File: src/rtl/vend_pkg.sv
// Shared definitions for the coin vending payout path.
//  - CHG_0..CHG_3 : change codes (number of unit coins to return), shared
//                   with the vending FSM that issues payout requests.
//  - pay_state_e  : payout sequencer state encoding.
package vend_pkg;
  localparam logic [1:0] CHG_0 = 2'b00;
  localparam logic [1:0] CHG_1 = 2'b01;
  localparam logic [1:0] CHG_2 = 2'b10;
  localparam logic [1:0] CHG_3 = 2'b11;

  typedef enum logic [2:0] {
    IDLE  = 3'd0,
    PROD  = 3'd1,
    COIN  = 3'd2,
    GAP   = 3'd3,
    DONE  = 3'd4,
    FAULT = 3'd5
  } pay_state_e;
endpackage

File: src/rtl/change_dispenser_if.sv
// Payout request handshake between the vending FSM (master) and the
// change dispenser (slave).
//  req_valid  : request present, held by the master until it sees req_ready
//  req_vend   : 1 = release one product
//  req_change : change code, number of unit coins to return
//  req_ready  : dispenser idle; request taken when req_valid && req_ready
interface change_dispenser_if;
  logic       req_valid;
  logic       req_vend;
  logic [1:0] req_change;
  logic       req_ready;

  modport master (output req_valid, req_vend, req_change, input req_ready);
  modport slave  (input req_valid, req_vend, req_change, output req_ready);
endinterface

File: src/rtl/sense_sync.sv
// Optical sensor front end: 2-FF synchronizer followed by a rising-edge
// detector with a registered output. A held-high level yields one pulse.
//  clk  : system clock
//  rst  : asynchronous active-low reset
//  din  : raw asynchronous sensor level
//  rise : one-cycle pulse, high in the third cycle after din rises
module sense_sync (
  input  logic clk,
  input  logic rst,
  input  logic din,
  output logic rise
);
  // sh[1:0] is the synchronizer, sh[2] the previous synchronized level
  logic [2:0] sh;

  always_ff @(posedge clk or negedge rst) begin
    if (!rst) begin
      sh   <= '0;
      rise <= 1'b0;
    end else begin
      sh   <= {sh[1:0], din};
      rise <= sh[1] & ~sh[2];
    end
  end
endmodule

File: src/rtl/change_dispenser.sv
// Payout sequencer: takes one request (product + up to 3 coins), drives the
// product solenoid first and then the coin ejector once per coin, each
// confirmed by its sensor. An unanswered actuation times out, waits a gap
// and retries; MAX_RETRY timeouts on one item latch FAULT until fault_clr.
//  clk, rst          : clock, asynchronous active-low reset
//  req               : request handshake (slave side)
//  prod_release/sense: product solenoid drive / drop sensor
//  coin_eject/sense  : hopper ejector drive / coin-exit sensor
//  done              : one-cycle pulse, request fully paid out
//  fault, fault_clr  : sticky fault flag / clear
//  coins_owed, vend_owed : unpaid items, valid while fault=1
module change_dispenser
  import vend_pkg::*;
#(
  parameter int TIMEOUT_CYC = 1000,
  parameter int GAP_CYC     = 50,
  parameter int MAX_RETRY   = 3
) (
  input  logic                clk,
  input  logic                rst,
  change_dispenser_if.slave   req,
  output logic                prod_release,
  input  logic                prod_sense,
  output logic                coin_eject,
  input  logic                coin_sense,
  output logic                done,
  output logic                fault,
  input  logic                fault_clr,
  output logic [1:0]          coins_owed,
  output logic                vend_owed
);
  localparam int TW = $clog2(TIMEOUT_CYC);
  localparam int GW = $clog2(GAP_CYC + 1);
  localparam logic [TW-1:0] T_LAST = TW'(TIMEOUT_CYC - 1);
  localparam logic [GW-1:0] G_LAST = GW'(GAP_CYC - 1);
  localparam logic [2:0]    R_MAX  = 3'(MAX_RETRY);

  pay_state_e    state, state_nx;
  logic          vend_pend, vend_nx;
  logic [1:0]    cnt, cnt_nx;
  logic [2:0]    retry, retry_nx;
  logic [TW-1:0] timer, timer_nx;
  logic [GW-1:0] gap, gap_nx;
  logic          rdy_q;

  // bit 0 = product sensor, bit 1 = coin sensor
  logic [1:0] sense_vec, hit;
  assign sense_vec = {coin_sense, prod_sense};

  for (genvar i = 0; i < 2; i++) begin : g_sync
    sense_sync u_sync (.clk(clk), .rst(rst), .din(sense_vec[i]), .rise(hit[i]));
  end

  logic       tmo;
  logic [2:0] retry_inc;
  assign tmo       = (timer == T_LAST);
  assign retry_inc = retry + 3'd1;

  always_comb begin
    state_nx = state;
    vend_nx  = vend_pend;
    cnt_nx   = cnt;
    retry_nx = retry;
    timer_nx = timer;
    gap_nx   = '0;
    case (state)
      IDLE: if (req.req_valid) begin
        vend_nx  = req.req_vend;
        cnt_nx   = req.req_change;
        retry_nx = '0;
        timer_nx = '0;
        state_nx = req.req_vend ? PROD : (req.req_change != CHG_0) ? COIN : DONE;
      end
      PROD: if (hit[0]) begin
        // edge beats a simultaneous timeout
        vend_nx  = 1'b0;
        retry_nx = '0;
        state_nx = (cnt != CHG_0) ? GAP : DONE;
      end else if (tmo) begin
        retry_nx = retry_inc;
        state_nx = (retry_inc == R_MAX) ? FAULT : GAP;
      end else begin
        timer_nx = timer + 1'b1;
      end
      COIN: if (hit[1]) begin
        cnt_nx   = cnt - 2'd1;
        retry_nx = '0;
        state_nx = (cnt != CHG_1) ? GAP : DONE;
      end else if (tmo) begin
        retry_nx = retry_inc;
        state_nx = (retry_inc == R_MAX) ? FAULT : GAP;
      end else begin
        timer_nx = timer + 1'b1;
      end
      GAP: begin
        timer_nx = '0;
        if (gap == G_LAST)
          state_nx = vend_pend ? PROD : (cnt != CHG_0) ? COIN : DONE;
        else
          gap_nx = gap + 1'b1;
      end
      DONE: state_nx = IDLE;
      FAULT: if (fault_clr) begin
        state_nx = IDLE;
        cnt_nx   = '0;
        vend_nx  = 1'b0;
      end
      default: state_nx = IDLE;
    endcase
  end

  always_ff @(posedge clk or negedge rst) begin
    if (!rst) begin
      state <= IDLE;
      vend_pend <= 1'b0;
      cnt <= '0;
      retry <= '0;
      timer <= '0;
      gap <= '0;
    end else begin
      state <= state_nx;
      vend_pend <= vend_nx;
      cnt <= cnt_nx;
      retry <= retry_nx;
      timer <= timer_nx;
      gap <= gap_nx;
    end
  end

  // Outputs decoded from next state so they are registered yet line up
  // with the state they belong to.
  always_ff @(posedge clk or negedge rst) begin
    if (!rst) begin
      rdy_q        <= 1'b1;
      prod_release <= 1'b0;
      coin_eject   <= 1'b0;
      done         <= 1'b0;
      fault        <= 1'b0;
      coins_owed   <= '0;
      vend_owed    <= 1'b0;
    end else begin
      rdy_q        <= (state_nx == IDLE);
      prod_release <= (state_nx == PROD);
      coin_eject   <= (state_nx == COIN);
      done         <= (state_nx == DONE);
      fault        <= (state_nx == FAULT);
      coins_owed   <= (state_nx == FAULT) ? cnt_nx : 2'b00;
      vend_owed    <= (state_nx == FAULT) & vend_nx;
    end
  end

  assign req.req_ready = rdy_q;
endmodule

File: src/flat_wrapper.sv
// flat-port wrapper written by rule: the top's interface ports become plain ports
module change_dispenser_flat import vend_pkg::*;
#(
  parameter int TIMEOUT_CYC = 1000,
  parameter int GAP_CYC     = 50,
  parameter int MAX_RETRY   = 3
)
  (clk, rst, prod_release, prod_sense, coin_eject, coin_sense, done, fault, fault_clr, coins_owed, vend_owed, req_req_valid, req_req_vend, req_req_change, req_req_ready);
  change_dispenser_if req_i ();
  input  logic clk;
  input  logic rst;
  output logic prod_release;
  input  logic prod_sense;
  output logic coin_eject;
  input  logic coin_sense;
  output logic done;
  output logic fault;
  input  logic fault_clr;
  output logic [1:0] coins_owed;
  output logic vend_owed;
  input wire logic [$bits(req_i.req_valid)-1:0] req_req_valid;
  input wire logic [$bits(req_i.req_vend)-1:0] req_req_vend;
  input wire logic [$bits(req_i.req_change)-1:0] req_req_change;
  output wire logic [$bits(req_i.req_ready)-1:0] req_req_ready;
  assign req_i.req_valid = req_req_valid;
  assign req_i.req_vend = req_req_vend;
  assign req_i.req_change = req_req_change;
  assign req_req_ready = req_i.req_ready;
  change_dispenser #(.TIMEOUT_CYC(TIMEOUT_CYC), .GAP_CYC(GAP_CYC), .MAX_RETRY(MAX_RETRY)) u_core (.clk(clk), .rst(rst), .req(req_i), .prod_release(prod_release), .prod_sense(prod_sense), .coin_eject(coin_eject), .coin_sense(coin_sense), .done(done), .fault(fault), .fault_clr(fault_clr), .coins_owed(coins_owed), .vend_owed(vend_owed));
endmodule
File: config.mk
export PLATFORM = sky130hd
export DESIGN_NAME = change_dispenser_flat
export DESIGN_NICKNAME = d
export VERILOG_FILES = /design/src/rtl/vend_pkg.sv /design/src/rtl/change_dispenser_if.sv /design/src/rtl/sense_sync.sv /design/src/rtl/change_dispenser.sv /design/src/flat_wrapper.sv
export SDC_FILE = /design/constraint.sdc
export NUM_CORES = 1
export LEC_CHECK = 0
export CAP_MARGIN = 10
export CORE_ASPECT_RATIO = 1.5
export CORE_MARGIN = 4
export CORE_UTILIZATION = 25
export DETAILED_ROUTE_END_ITERATION = 8
export PLACE_DENSITY_LB_ADDON = 0.08
export SYNTH_ARGS = -nofsm -noshare
export SYNTH_HDL_FRONTEND = slang
export SYNTH_HIERARCHICAL = 1
export SYNTH_SLANG_ARGS = --single-unit
File: constraint.sdc
create_clock -name clk -period 2.6 [get_ports clk]
set_clock_uncertainty 0.05 [all_clocks]
set_input_delay 0.52 -clock clk [delete_from_list [all_inputs] [get_ports clk]]
set_output_delay 0.52 -clock clk [all_outputs]
set_load 0.1 [all_outputs]
* After elaboration in Yosys (flattened, before gate mapping) *
Cells that the tools add are included.

storage, ports and cells
  register bits after elaboration = 41
  latch bits = 0
  RAM bits = 0
  memory bits (read-only) = 0
  input port bits = 9
  output and inout port bits = 8
  word-level logic and storage cells = 84
  memories = 0

cells by class
  $add $sub $neg = 4
  multipliers = 0
  div/mod/pow operators = 0
  order comparisons = 0
  equality and inequality tests = 15
  shifts and indexed selects = 0
  mux-type cells = 35
  bitwise logic cells = 5
  reduce and logical (&&, ||, !) cells = 8

operators with widths
  kind                                            count
  2-to-1 mux 3 bit                                17
  2-to-1 mux 10 bit                               4
  one-hot mux 10 bit (4 select lines)             1
  one-hot mux 3 bit (5 select lines)              1
  == test 3 x 2 -> 1 bit (second input constant)  4
  2-to-1 mux 6 bit                                2
  adder 10 x 1 -> 10 bit (second input constant)  1
  == test 10 bit (second input constant)          1
  == test 3 bit (second input constant)           3
  one-hot mux 3 bit (3 select lines)              1
  2-to-1 mux 2 bit                                4
  adder 6 x 1 -> 6 bit (second input constant)    1
  == test 3 x 1 -> 1 bit (second input constant)  2
  == test 6 bit (second input constant)           1
  logical NOT 3 bit                               2
  inequality test 2 bit (second input constant)   3
  one-hot mux 2 bit (3 select lines)              1
  AND reduction 4 bit                             1
  nonzero test 2 bit                              2
  nonzero test 4 bit                              1
  adder 3 x 1 -> 3 bit (second input constant)    1
  bitwise AND 1 bit                               3
  2-to-1 mux 1 bit                                3
  one-hot mux 1 bit (3 select lines)              1
  other kinds (5)                                 6

* Logic depth before layout (Yosys ltp) *
Gate-level depths: netlist (run 1).

  depth after elaboration = 8
  mapped depth = 8
  depth with buffers taken out = 8

* Hierarchy *
The synthesis (run 1) kept the hierarchy.

modules (own cells, without submodules)
  module            times used  cells an instance  area each (µm²)  seq. area each (µm²)
  change_dispenser  1           199                1879.3           827.0
  sense_sync        2           5                  113.9            100.1

* Worst setup path after synthesis (run 1) *
No wires, ideal clock.

  kind = register -> register
  start point = register u_core.timer[0]
  end point = register u_core.coins_owed[1]
  setup time = 0.120 ns
  arrival = 1.572 ns
  required time = 2.430 ns
  slack = 0.858 ns
  stages on the path, launching flop included = 8
  path buffers = 0
  period minus slack after synthesis = 1.742 ns
  cells stage by stage = dfrtp_1 > ha_1 > nand3b_1 > nor3_1 > and3_1 > a211oi_2 > inv_2 > and3_1

on the way
  word-level cells in the longest chain between the ends = 6
  elaborated cells between the ends (all ways) = 7
  classes of those cells = eq/ne: 2; mux: 5

ends and longest elaborated chain
  item                                  line                                            text
  from (decl)                           change_dispenser.sv:42                          logic [TW-1:0] timer, timer_nx;
  from (signal assigned)                change_dispenser.sv:125                         timer <= timer_nx;
  == test 10 bit *                      change_dispenser.sv:56                          assign tmo = (timer == T_LAST);
  2-to-1 mux 3 bit *                    change_dispenser.sv:79, change_dispenser.sv:89
  2-to-1 mux 3 bit (on tied branches)   change_dispenser.sv:85, change_dispenser.sv:74
  one-hot mux 3 bit (5 select lines) *  change_dispenser.sv:66                          case (state)
  named net u_core.state_nx[2]          change_dispenser.sv:38                          pay_state_e state, state_nx;
  == test 3 bit *                       change_dispenser.sv:147                         coins_owed <= (state_nx == FAULT) ? cnt_nx : 2'b00;
  2-to-1 mux 2 bit *                    change_dispenser.sv:147
  to (signal assigned)                  change_dispenser.sv:147
  to (decl)                             change_dispenser.sv:29                          output logic [1:0] coins_owed,

Mark *: on every way through the listed nets, which the timed path passes. The rest lies on a longest branch.
A chain may end at the register's enable or synchronous reset.

* Worst setup path after layout (run 1) *
  start point = input port req_req_valid
  end point = register u_core.vend_owed

on the way
  word-level cells in the longest chain between the ends = 4
  elaborated cells between the ends (all ways) = 6
  classes of those cells = eq/ne: 1; mux: 4; bitwise: 1

ends and longest elaborated chain
  item                                line                     text
  from (decl)                         flat_wrapper.sv:21       input wire logic [$bits(req_i.req_valid)-1:0] req_req_valid;
  2-to-1 mux 3 bit                    change_dispenser.sv:67   IDLE: if (req.req_valid) begin
  one-hot mux 3 bit (5 select lines)  change_dispenser.sv:66
  == test 3 bit                       change_dispenser.sv:148  vend_owed <= (state_nx == FAULT) & vend_nx;
  bitwise AND 1 bit *                 change_dispenser.sv:148
  to (signal assigned)                change_dispenser.sv:148
  to (decl)                           change_dispenser.sv:30   output logic vend_owed

Every way passes the cells marked *; elsewhere a longest branch is shown, timed or not.

==> results of run 1 <==
synthesized netlist by cell type, types with 2 or more instances:
cell and number:
or3_1 2, inv_2 2, nor2_1 32, xnor2_1 10
inv_1 8, nand2b_1 4, ha_1 7, nor3_1 9
nor2b_1 5, dfrtp_1 40, and3_1 6, xor2_1 2
nand3_1 7, a21oi_1 8, nor4_1 2, o21ai_0 2
mux2_1 3, buf_2 3, and4_1 2, nand2_1 12
nand3b_1 4, a21o_1 2, nor2b_4 2, nand4_1 3
a221o_1 2, a31oi_1 3, a21bo_2 2
cells by family after synthesis:
group / after synthesis / share of synthesized area (%)
AOI/OAI and AO/OA: 30 / 10.5
adders and majority gates: 7 / 4.16
xor gates and xnor gates: 12 / 4.99
muxes: 3 / 1.60
DFF: 41 / 48.8
buffers and inverters: 15 / 3.21
and+or+nand+nor: 101 / 26.8
flip-flops by register name, indices dropped and copies added (netlist names), 2 cells and up:
register and flops:
u_core/timer 10, u_core/g_sync.u_sync/sh 6, u_core/gap 6, u_core/retry 3
u_core/state 3, u_core/cnt 2, u_core/coins_owed 2, u_core/g_sync.u_sync/rise 2
per-layer routing:
layer  wire length (µm)  share of wire (%)  GRT usage [%]  vias up
li1                   -                  -              -      784
met1               2010                 41           12.0      750
met2               2630                 54           19.3       17
met3                127                2.6           2.32        7
met4                 97                2.0           4.60        0
met5                  0                  0              0        -
stage by stage:
step           power (µW)  cells  util (%)  worst slack (ns)  instance area [µm²]
6_report             2500    339      31.4             0.511                 2550
5_1_grt              2690    339      31.4             0.369                 2550
4_1_cts              2560    339      31.4             0.439                 2550
3_5_place_dp         1890    331      29.5             0.173                 2390
3_3_place_gp         1900    331      29.5             0.174                 2390
2_1_floorplan        1600    209         -             0.858                 2110
area by class of cell:
class,instances,area (µm²)
multi-input cells,153,1010
repair buffers,22,180
clock inverters,1,5.00
fillers,900,5560
inverters,10,37.5
well taps,105,131
flip-flops and latches,41,1030
clock buffers,7,153
layout by cell type, fill, tap and decap left out, types with 3 or more instances in the layout:
cell,n
dfrtp_1,40
nor2_1,32
buf_4,14
nand2_1,12
xnor2_1,10
nor3_1,9
inv_1,8
a21oi_1,8
clkdlybuf4s50_1,7
nand3_1,7
ha_1,7
and3_1,6
clkbuf_16,5
nor2b_1,5
nand2b_1,4
nand3b_1,4
nand4_1,3
a31oi_1,3
mux2_1,3
worst paths after layout:
path / slack [ns] / endpoint / from / cells after the start
max in group asynchronous: 1.92 / u_core/req.req_ready / rst / 2
min in group clk: 0.30 / u_core/g_sync[0].u_sync/sh[1] / u_core/g_sync[0].u_sync/sh[0] / 0
min: 0.02 / u_core/g_sync[1].u_sync/sh[1] / rst / 1
max: 0.51 / u_core/vend_owed / req_req_valid / 6
max reg2reg: 0.58 / u_core/coins_owed[1] / u_core/timer[0] / 7
min reg2reg: 0.30 / u_core/g_sync[0].u_sync/sh[1] / u_core/g_sync[0].u_sync/sh[0] / 0
where the power goes:
| part | internal, µW | total, µW | switching [µW] | leakage [µW] |
|---|---|---|---|---|
| clock network | 406 | 646 | 240 | 0.0000799 |
| logic | 335 | 986 | 650 | 0.000505 |
| registers | 746 | 872 | 127 | 0.000541 |
==> results, run 1 <==
- The clock latency of the later-clocked register in the worst-skew pair is 0.28 ns.
- Dividing the final minimum period by the clock period gives between 80% and 90%.
- The detail route stage leaves a number of antenna-violating nets equal to 0.
- Counting the buffers created by CTS gives 5.
- For this run, the slowest stage of the critical path takes 0.54 ns.
- The floorplan die height is 120 µm.
- The via count is 1558.
- For the worst setup path, the data arrival time is 2.22 ns.
- The maximum count of clock buffers along a single path is 2.
- The kind of capture point of the worst setup path is a flop.
- The number of endpoints with negative hold slack in the final report was 0.
- The CTS tree is built.
- The maximum VDD drop is 0.000672 V.
- In this run the cell area of the synthesized design comes to around 2100 µm².
- Yosys printed 6 warnings.
- The worst path in the final design needs a cycle of 2.09 ns, including I/O delays and setup.
- The effective utilization at floorplan is 26.0%.
- The die outline area is 9990 µm².
- The layout-stage area growth over the synthesis result is 20.8%.
- The share of synthesized area occupied by flip-flops and latches is a little under 50%.
- The gate count of the mapped netlist is around 210.
- The largest fanout on the critical path is 5.
- The DRC violation count after routing is 0.
- The remaining global-route overflow is 0.
- The last weighted congestion value of the routability-driven placer is 0.744.
- The via count of the first global-routing pass is approximately 1700.
- The post-synthesis register bit count is 41.
- The detailed router finished its first iteration with 49 violations.
- The number of max-slew violations in the final report is 0.
- The slew at the pin with the worst max-slew slack is 0.533 ns.
- The share of final-layout standard cells stronger than drive strength 1 is 15.8%.
- After synthesis, the largest area contributor takes up ~48% of total cell area.
- Setup repair after global routing left no endpoint under its margin.
- The number of diodes added for antenna fixing is 0.
- In the final design database the tool counted 249 nets.
- After synthesis, the share of flip-flops with an asynchronous set or reset is 100%.
- Derived from the worst setup path, the maximum achievable clock frequency is roughly 0.48 GHz.
- For this design, the slowest cell found on the critical path is clkdlybuf4s50_1.
- The power per cell area is 983 nW/µm².
- The clock-pin transition on the worst setup and hold timing paths is roughly 0.06 ns.
- Using the TritonRoute via totals, the vias-per-cell ratio works out to around 4.6.
- The tightest min-delay check is of the input pin to async pin type.
- The largest area contributor in the netlist is dfrtp_1.
- The normalized max-slew margin is 64.5%.
- By area the synthesized netlist is led by dfrtp_1, nor2_1, ha_1.
- Buffers added to address setup during post-CTS repair amount to 0.
- In this run the standard cell core region covers 8110 µm².
- Pin placement for this block handled 17 I/O pins.
- STA classifies the critical path startpoint as an input pin.
- The initialized floorplan defines 40 standard-cell rows.
- The number of violations of the max-capacitance limit is 0.
- The first global-routing pass estimated ~8.5 mm of wire.
- Clock tree synthesis found a total of 41 sinks.
- The number of levels in the clock H-tree is 2.
- The die width is 83.0 µm.
- The number of hold buffers added after CTS is 0.
- The tightest hold path in the finished design has a slack of roughly 0.024 ns.
- The total setup violations reported at the end of the flow is 0.
- Clock tree synthesis selected as its root buffer the cell clkbuf_16.
- The initial antenna violation count is 0.
- The number of buffers and inverters on the critical path is 1.
- The final layout contains routed wiring with a total length of approximately 4.9 mm.
- Once the clock tree was built, the resizer swapped 0 gates to a different size.
- The synthesized design contains 0 enable-type register cells.
- Global routing used 10.7% of the available tracks across all layers.
- The maximum number of pins on one net before global-route repair is 21.
- After synthesis, the mean cell area works out to roughly 10 µm².
- The count of input and output buffers is 16.
- After detailed routing, the average wire length per cell comes to 14.4 µm.
- Counting distinct cell types in the post-synthesis netlist gives 52.
- Detailed placement ended at an HPWL of 3.81 mm.
- The number of nets in the synthesized netlist is 225.
- Summed over all failing endpoints, the final setup total negative slack is 0 ns.
- The standby leakage power is ~0.0011 µW.
- The number of detailed-routing iterations run before antenna repair is 4.
- The run finished with clean final reports.
- The dominant synthesized flop cell is dfrtp_1.
- For the worst setup path, the data required time is ~2.7 ns.
- The startpoint-to-endpoint class of the critical path is input pin to flop.
- Traced cell by cell, the critical path runs through clkdlybuf4s50_1, nor4b_2, nand3b_1, o211ai_1, a211oi_2, nor4_2.
- The category of cells accounting for the largest share of critical-path delay is simple AND/OR/NAND/NOR gates.
Note: power is estimated with default switching activity, not from simulation.
==> run 2, diff against run 1 <==
==> constraint.sdc (replaced) <==
create_clock -name clk -period 1.7 [get_ports clk]
set_clock_uncertainty 0.05 [all_clocks]
set_input_delay 0.34 -clock clk [delete_from_list [all_inputs] [get_ports clk]]
set_output_delay 0.34 -clock clk [all_outputs]
set_load 0.1 [all_outputs]
==> run 2 against run 1 <==
  * The run now ends with setup timing left
  * Global-route usage up 1.2 points
  * Flip-flop and latch count unchanged
  * Critical endpoint is now u_core/coin_eject
  * Via count up 16%
  * Combinational power up 140%
  * Count of clock-buffer cells in the layout down 2
  * Utilization up 8.4 points
  * Critical path type is now flop to flop
  * Final area up 27%
  * Sequential share of layout area down 8.4 points
  * Routed wire length up 14%
  * Critical path depth up 1
  * Largest cell class is now multi-input combinational cells
  * Hold slack better by 0.28 ns
  * Register-to-register slack worse by 0.68 ns
==> results, run 2 (synthesized netlist as in run 1, its figures left out) <==
- The kind of capture point of the worst setup path is a flop (unchanged).
- Outcome: finished with violations (was complete, no violations).
- The library cell contributing the largest single delay on the critical path is dfrtp_1 (was clkdlybuf4s50_1).
- The share of final-layout standard cells stronger than drive strength 1 is 41.0% (was 15.8%).
- The via count of the first global-routing pass was 1921 (was 1665).
- Static timing analysis puts the maximum clock frequency at about 0.56 GHz.
- The final total power is 4610 µW (was 2500 µW).
- The initial antenna violation count is 0 (unchanged).
- The last weighted congestion value of the routability-driven placer is 0.796 (was 0.744).
- The clock-pin transition on the worst setup and hold timing paths is 0.06 ns (about the same).
- The via-per-instance ratio is 4.60 (about the same).
- The maximum number of pins on one net before global-route repair is 28 (was 21).
- The number of violations of the max-capacitance limit is 0 (unchanged).
- The internal power is 2780 µW (was 1490 µW).
- The root buffer cell is clkbuf_16 (unchanged).
- The number of detailed-routing iterations run before antenna repair is 4 (unchanged).
- The maximum VDD drop is 0.000969 V (was 0.000672 V).
- Setup repair after global routing missed its margin: true (was false).
- The die outline area is 9990 µm² (unchanged).
- The class of the tightest hold or removal check is flop to flop (was input pin to async pin).
- The core region area was 8110 µm² (unchanged).
- The startpoint-to-endpoint class of the critical path is flop to flop (was input pin to flop).
- The number of flip-flops under the largest register name came to 10 (unchanged).
- The number of nets in the final layout is 303 (was 249).
- The detailed-route wire length per cell is 14.1 µm (was 14.4 µm).
- The total of fill cells in the finished design is 841 (was 900).
- The checks that failed: setup timing.
- The share of the clock period used by the worst path is 106%.
- The power per cell area was 1430 nW/µm² (was 983 nW/µm²).
- The standby leakage power is 0.00145 µW (was 0.00113 µW).
- The proportion of power drawn by combinational gates is 51.2% (was 39.4%).
- The row count came to 40 (unchanged).
- The cell area after placement is 2850 µm² (was 2390 µm²).
- The final setup slack of the worst path is -0.101 ns (was 0.511 ns).
- The relative contribution of sequential cells to total power is 28.7% (was 34.8%).
- The number of diodes added for antenna fixing came to 0 (unchanged).
- The slew at the pin with the worst max-slew slack was 0.410 ns (was 0.533 ns).
- The DRC marker count from the first detailed-route iteration is 37 (was 49).
- The half-perimeter wire length after detailed placement was 4.19 mm (was 3.81 mm).
- The total wirelength of the detailed-routed design came to 5.54 mm (was 4.87 mm).
- The count of pins on the block boundary is 17 (unchanged).
- The sequential cell area is 1030 µm² (about the same).
- The commonest non-fill, non-tap cell in the layout is buf_4 (was dfrtp_1).
- The number of CTS-inserted buffers was 5 (unchanged).
- The floorplan die height is 120 µm (unchanged).
- The count of input and output buffers is 16 (unchanged).
- The number of max-slew violations in the final report is 0 (unchanged).
- The category of cells accounting for the largest share of critical-path delay is simple AND/OR/NAND/NOR gates (unchanged).
- The total net switching power is 1830 µW (was 1020 µW).
- The final cell area excluding filler cells is 3230 µm² (was 2550 µm²).
- The via count is 1806 (was 1558).
- The number of endpoints with negative hold slack in the final report was 0 (unchanged).
- Worst-path cell chain: inv_1, ha_1, buf_4, nor4b_1, nor3_1, o211ai_4, and2_1 (was clkdlybuf4s50_1, nor4b_2, nand3b_1, o211ai_1, a211oi_2, nor4_2).
- The worst setup slack after placement is -0.482 ns (was 0.173 ns).
- Top library cells by usage in the layout, fill and taps aside: buf_4, dfrtp_1, nor2_1 (was dfrtp_1, nor2_1, buf_4).
- The final sum of negative setup slack came to -0.548 ns (was 0 ns).
- The number of clock sinks is 41 (unchanged).
- The remaining global-route overflow is 0 (unchanged).
- The normalized max-slew margin is 72.7% (was 64.5%).
- The endpoint required time on the critical path is 1.83 ns (was 2.74 ns).
- The number of levels in the clock H-tree is 2 (unchanged).
- The worst path in the final design needs a cycle of roughly 1.8 ns, including I/O delays and setup.
- The DRC violation count after routing is 0 (unchanged).
- The biggest cell delay along the critical path is 0.41 ns (was 0.54 ns).
- The number of antenna-violating nets in the routed design is 0 (unchanged).
- The effective utilization at floorplan is 26.0% (unchanged).
- The CTS tree is built (unchanged).
- The total setup violations reported at the end of the flow was 12 (was 0).
- The die width is 83.0 µm (unchanged).
- The data arrival time at the worst-slack endpoint is 1.93 ns (was 2.22 ns).
- The startpoint type of the worst setup path was a flop (was input pin).
- The final hold slack came to 0.303 ns (was 0.0236 ns).
- The switching fraction of total power was 39.6% (was 40.6%).
- The overall fraction of global-route tracks in use came to 11.9% (was 10.7%).
- The first-pass GRT wire length is 9.35 mm (was 8.49 mm).
- The count of buffer and inverter cells on the critical path came to 2 (was 1).
- The layout-stage area growth over the synthesis result is 53.1% (was 20.8%).
- The proportion of power drawn by the clock network is 20.1% (was 25.8%).
- The maximum count of clock buffers along a single path is 2 (unchanged).
- Largest registers: u_core/timer x10, u_core/g_sync.u_sync/sh x6, u_core/gap x6 (unchanged).
- The largest fanout on the critical path is 4 (was 5).
- The area of combinational cells with multiple inputs is 1170 µm² (was 1010 µm²).
- The clock latency of the later-clocked register in the worst-skew pair is 0.29 ns (was 0.28 ns).
- The top register by number of flip-flops was u_core/timer (unchanged).
-- run 2: cell count changes in the layout (fill, tap and decap cells not counted), sizes merged --
cell           before  now
buf                15   68
clkbuf              7    5
clkdlybuf4s50       7    6
clkinv              1    2
clkinvlp            0    1
dlygate4sd2         0    1
dlygate4sd3         0    1
-- run 2: layout make-up --
type | count | area share (%)
multi-input combinational | 153 | 36.3
tap | 105 | 4.07
inverter | 10 | 1.16
timing repair buffer | 76 | 22.0
clock buffer | 5 | 3.88
sequential | 41 | 32.0
clock inverter | 3 | 0.543
-- run 2: per-stage QoR --
stage	utilization, %	std cells
3_5_place_dp	35.1	377
6_report	39.8	393
3_3_place_gp	35.1	377
2_1_floorplan	-	209
4_1_cts	38.7	391
5_1_grt	39.8	393
-- run 2: power by group through the flow --
stage	registers, µW	logic, µW	clock network [µW]
after floorplan	1570	876	0
after global placement	1340	2100	0
after detailed placement	1340	2100	0
after CTS	1320	2290	969
after global routing	1350	2550	1020
final	1320	2360	928
-- run 2: timing repair --
action,in CTS,in global routing
setup endpoints to repair,23,22
buffers inserted,5,2
pin swaps,12,5
resized for setup,27,14
hold buffers,1,0
endpoints found under the hold margin,14,0
-- run 2: worst paths after layout --
path	start	endpoint	slack (ns)	cells past startpoint
setup / recovery	u_core/cnt[0]	u_core/coin_eject	-0.10	7
max in group asynchronous	rst	u_core/req.req_ready	0.58	3
hold / removal	u_core/g_sync[0].u_sync/sh[0]	u_core/g_sync[0].u_sync/sh[1]	0.30	0
hold reg to reg	u_core/g_sync[0].u_sync/sh[0]	u_core/g_sync[0].u_sync/sh[1]	0.30	0
setup reg to reg	u_core/cnt[0]	u_core/coin_eject	-0.10	7
min in group asynchronous	rst	u_core/timer[3]	0.47	2
-- run 2: metal layers --
layer	track usage, %	vias up	wire length [µm]
met2	21.3	25	2990
met1	12.8	875	2200
li1	-	892	-
met4	6.75	0	190
met5	0	-	0
met3	2.66	14	159
